===== src/rtl/wind_dir_conditioner.sv =====
// rtl/wind_dir_conditioner.sv - synchronize, debounce and validate the raw wind-direction switches
module wind_dir_conditioner #(
    parameter int DB_CYCLES = 4
) (
    input  logic       CLOCK_50,
    input  logic       reset,
    input  logic [1:0] sw_raw,
    output logic [1:0] dir_out,
    output logic       dir_changed,
    output logic       invalid
);

    localparam int CW = (DB_CYCLES > 1) ? $clog2(DB_CYCLES) : 1;
    localparam logic [CW-1:0] CNT_MAX = CW'(DB_CYCLES - 1);
    localparam logic [1:0] ILLEGAL = 2'b11;

    logic [1:0]    s1;
    logic [1:0]    s2;
    logic [1:0]    cand;
    logic [CW-1:0] cnt;
    logic          accept;

    // Acceptance uses the pre-edge count, so a change of s2 on the saturating edge wins.
    assign accept = (cnt == CNT_MAX) && (s2 == cand);

    always_ff @(posedge CLOCK_50) begin
        if (reset) begin
            s1          <= 2'b00;
            s2          <= 2'b00;
            cand        <= 2'b00;
            cnt         <= '0;
            dir_out     <= 2'b00;
            dir_changed <= 1'b0;
            invalid     <= 1'b0;
        end else begin
            s1          <= sw_raw;
            s2          <= s1;
            dir_changed <= 1'b0;

            if (s2 != cand) begin
                cand <= s2;
                cnt  <= '0;
            end else if (cnt != CNT_MAX) begin
                cnt <= cnt + CW'(1);
            end

            // The illegal code freezes dir_out at its last legal value.
            if (accept) begin
                if (cand == ILLEGAL) begin
                    invalid <= 1'b1;
                end else begin
                    invalid <= 1'b0;
                    if (cand != dir_out) begin
                        dir_out     <= cand;
                        dir_changed <= 1'b1;
                    end
                end
            end
        end
    end

endmodule


===== config.mk =====
export PLATFORM = sky130hd
export DESIGN_NAME = wind_dir_conditioner
export DESIGN_NICKNAME = d
export VERILOG_FILES = /design/src/rtl/wind_dir_conditioner.sv
export SDC_FILE = /design/constraint.sdc
export NUM_CORES = 1
export LEC_CHECK = 0
export ABC_CLOCK_PERIOD_IN_PS = 1700
export CAP_MARGIN = 5
export CORE_AREA = 2 2 39 41
export CTS_CLUSTER_DIAMETER = 150
export DETAILED_ROUTE_END_ITERATION = 6
export DIE_AREA = 0 0 41 43
export GPL_ROUTABILITY_DRIVEN = 1
export REMOVE_ABC_BUFFERS = 1
export SYNTH_ARGS = -nofsm -noshare
export SYNTH_HDL_FRONTEND = slang
export SYNTH_SLANG_ARGS = --single-unit

===== constraint.sdc =====
create_clock -name CLOCK_50 -period 1.7 [get_ports CLOCK_50]
set_clock_uncertainty 0.2 [all_clocks]
set_input_delay 0.34 -clock CLOCK_50 [delete_from_list [all_inputs] [get_ports CLOCK_50]]
set_output_delay 0.34 -clock CLOCK_50 [all_outputs]
set_load 0.01 [all_outputs]

* Word level (Yosys, flattened, before mapping)
Index checks and enable logic that the tools add are counted.
Cells by class: $add $sub $neg 1, multipliers 0, div/mod/pow operators 0, $lt $le $gt $ge 0, equal/unequal tests 6, shift operators 0, multiplexer cells 2, bitwise operators 2, reductions and logical operators 4
Operators by type and width (number):
- $eq 2x2->1 const B | 2
- $ne 2x2->1 | 2
- $reduce_and 3->1 | 1
- $reduce_or 3->1 | 1
- $add 2x1->2 const B | 1
- $eq 2x2->1 | 1
- $mux 1 | 2
- $ne 2x2->1 const B | 1
- $not 1->1 | 2
- $reduce_or 2->1 | 1
- $logic_and 1x1->1 | 1
Storage, ports and cells: bits in registers 12, bits in latches 0, RAM bits 0, ROM bits 0, input bits 4, output and inout port bits 4, memories kept 0

* Longest topological paths before layout
word-level depth 4, depth in mapped cells 4

* Worst setup path before layout
OpenSTA, ideal clock, no wires.
path kind flip-flop to flip-flop, start point register cnt[0], end point register dir_out[0], library setup time 86 ps, arrival 1084 ps, data required time 1414 ps, setup slack 330 ps, cell stages (with the launch flop) 5, cell sequence dfxtp_1 > ha_1 > nor3b_2 > a21o_1 > a221oi_2
Between the ends: word-level cells in the longest chain between the ends 3
Ends and longest elaborated chain:
- start: declaration | RTL line 20 | logic [CW-1:0] cnt;
- start signal: assignment | RTL line 44 | cnt <= cnt + CW'(1);
- $eq 2x2->1 | RTL line 24 | assign accept = (cnt == CNT_MAX) && (s2 == cand);
- $logic_and 1x1->1 | RTL line 24
- $reduce_and 3->1 (no source line)
- end signal: assignment | RTL line 54 | dir_out <= cand;
- end: declaration | RTL line 8 | output logic [1:0] dir_out,
No other way between the ends. A chain may end at the register's enable or synchronous reset.

* Worst setup path in the final report
start point register dir_changed, end point output port dir_changed
RTL lines:
- start: declaration | RTL line 9 | output logic dir_changed,
- start signal: assignment | RTL line 33 | dir_changed <= 1'b0;
- start signal: assignment | RTL line 38 | dir_changed <= 1'b0;
- start signal: assignment | RTL line 55 | dir_changed <= 1'b1;
No word-level cell between the ends.

==> summary.txt <==
Synthesis
  • Synth warn: 0
  • Synth unique cells: 24
  • Top_reg_cell synth: dfxtp_1
  • Synth Cell Area: 515 um^2
  • Top-count cell post-synth: dfxtp_1
  • Seq cells post-synth: 12
  • Post-synth top area share: 46.6%
  • Most frequent cells after synthesis: dfxtp_1, nor2b_1, a21o_1
  • Ranking of synthesized cells by area: dfxtp_1, nor2b_1, a21o_1
  • Sequential area share after synthesis: 46.6%
  • Post-synth EDFFs: 0
  • Cell taking the most area after synthesis: dfxtp_1
  • Cells after synthesis: 48
  • FFs w/ async S/R, synth: 0%
  • Post-Syn Area per Cell: 10.7 um^2

Global routing
  • Largest net degree at the start of global routing: 12
  • Antenna violations before repair: 0
  • Gr usage total: 11.9%
  • Global-route wire length before repair: 1370 um
  • Vias in the first global route: 317
  • Final global-route overflow total: 0

Timing
  • RSZ-0062 raised after global routing: false
  • Setup_tns: 0 ns
  • Final Cycle Share: 96.5%
  • Final Hold Viols: 0
  • Max-slew violations: 0
  • Peak Freq: 610 MHz
  • Final worst path period need: 1.64 ns
  • Final setup fails: 0
  • Actual slew at the worst max-slew pin: 0.354 ns
  • Fin Hold WS: 0.237 ns
  • Worst rel slew slack: 76.3%

Setup path
  • Crit path DAT: 1.10 ns
  • Crit-path cells: clkdlybuf4s50_1
  • Setup slack, reg-to-reg: 0.26 ns
  • Setup CP Type: reg -> out
  • Crit start category: register
  • Slowest cell on crit path: clkdlybuf4s50_1
  • CP delay by family, top: buffers and inverters
  • WP data required: 1.16 ns
  • Slowest cell delay on critical path: 0.52 ns
  • R2R Path End: dir_out[0]
  • FF-to-FF path depth: 4
  • Worst Setup End Kind: output port
  • Crit path buf inv count: 1
  • Critical R2R Launch: cnt[0]
  • Crit path max fanout: 1

Layout
  • Syn-to-layout area delta: 20.4%
  • Multi-input gate area: 256 um^2
  • Nets: 64
  • Filler cell count: 148
  • Layout cell share with drive strength beyond 1: 14.0%
  • # diodes: 0
  • Register Area: 240 um^2
  • Design Area, Final: 621 um^2

Drt
  • Vias: 348
  • Via-to-Cell Ratio: 4.77
  • Post-DRT Antenna Nets: 0
  • Initial DRT Pass Iterations: 3
  • DRC: 0
  • Final WL: 775 um
  • Number of DRC markers in iteration 0: 3
  • WL/cell: 10.6 um

Clock tree
  • Hold-fix buffers, CTS: 0
  • CTS Root Cell: clkbuf_4
  • Longest Clk Path Bufs: 2
  • Post-CTS Setup Bufs: 0
  • Worst-Skew Late Latency: 0.27 ns
  • CTS buffer count: 3
  • CTS H-tree lvls: 1
  • CTS tree: yes
  • Num Clock Sinks: 12
  • Clock-pin slew on the worst setup and hold paths: 0.07 ns

Placed design
  • Buffers on Ports: 7
  • Placed Area: 598 um^2
  • Detailed placement HPWL: 571 um
  • Routability congestion estimate: 0.681

Power
  • Peak VDD IR: 0.000442 V
  • Total power: 525 uW
  • Lkg Pwr: 0.282 nW
  • Pwr Density: 845 nW/um^2

Die
  • Io pins: 8
  • Row count: 14
  • Die area: 1760 um^2
  • Initial Util: 37.3%
  • Core area: 1380 um^2
  • Die Ht: 43 um
  • Die width: 41 um

Hold path
  • Hold path cells: 1
  • Worst Hold Path EP: s2[0]
  • Hold Startpoint: s1[0]
  • Hold crit path type: reg -> reg

Flow run
  • Max-cap check violation count: 0

Run status
  • Status: complete, no violations
[state kept, by name, indices dropped and copies added (netlist names)]
register / cells
cand: 2
cnt: 2
dir_out: 2
s1: 2
s2: 2
dir_changed: 1
invalid: 1
[cell type report]
class | count | area share, %
Clock buffer | 3 | 3.63
Inverter | 1 | 0.605
Multi-Input combinational cell | 33 | 41.3
Sequential cell | 12 | 38.7
Tap cell | 16 | 3.23
Timing Repair Buffer | 8 | 12.5
[routing by layer]
metal | GRT usage, % | up-vias | share of wire [%] | wire, um
met5 | 0 | - | 0 | 0
met4 | 8.00 | 0 | 1.5 | 12
met3 | 4.71 | 2 | 4.4 | 34
met2 | 14.4 | 7 | 44 | 343
met1 | 16.8 | 157 | 50 | 384
li1 | - | 182 | - | -
[report_power, final]
part / internal (mW) / leakage (nW) / switching (mW) / total, mW
registers: 0.294 / 0.0981 / 0.0104 / 0.304
clock network: 0.0818 / 0.0138 / 0.0851 / 0.167
logic: 0.0308 / 0.170 / 0.0228 / 0.0536
[cell families after synthesis]
group	synth area share [%]
DFF	46.6
adders and majority gates	2.43
xor gates and xnor gates	6.55
AOI/OAI and AO/OA	14.6
buffers and inverters	3.64
muxes	3.88
and+or+nand+nor	22.3
[per-stage QoR]
stage                     instances  utilization, %  worst slack [ns]
after floorplan                  46               -             0.330
after global placement           70            43.2            0.0862
after detailed placement         70            43.2            0.0808
after CTS                        73            44.7            0.0102
after global routing             73            44.8            0.0136
final                            73            44.8            0.0598
[how the worst max path moves through the flow]
stage | start | end | slack [ns] | depth (start not counted)
after floorplan | cnt[0] | dir_out[0] | 0.33 | 4
after global placement | reset | dir_out[0] | 0.09 | 3
after detailed placement | reset | dir_out[0] | 0.08 | 3
after CTS | invalid | invalid | 0.01 | 1
after global routing | dir_changed | dir_changed | 0.01 | 1
final | dir_changed | dir_changed | 0.06 | 1
[placed cells by master, fill, tap and decap left out, drive strengths merged, types with 2 or more instances in the layout]
cell,n
dlygate4sd2,2
a21o,4
clkdlybuf4s50,4
clkbuf,3
dfxtp,12
nand2b,2
nor3,2
nor2,2
xnor2,2
nor2b,7
mux2i,2
[repair_timing]
item,4_1_cts,5_1_grt
setup endpoints to repair,2,1
resized for setup,2,1
pin swaps,0,0
gates cloned,0,0
endpoints found under the hold margin,0,0
No activity file was read; power rests on OpenSTA's default activity.
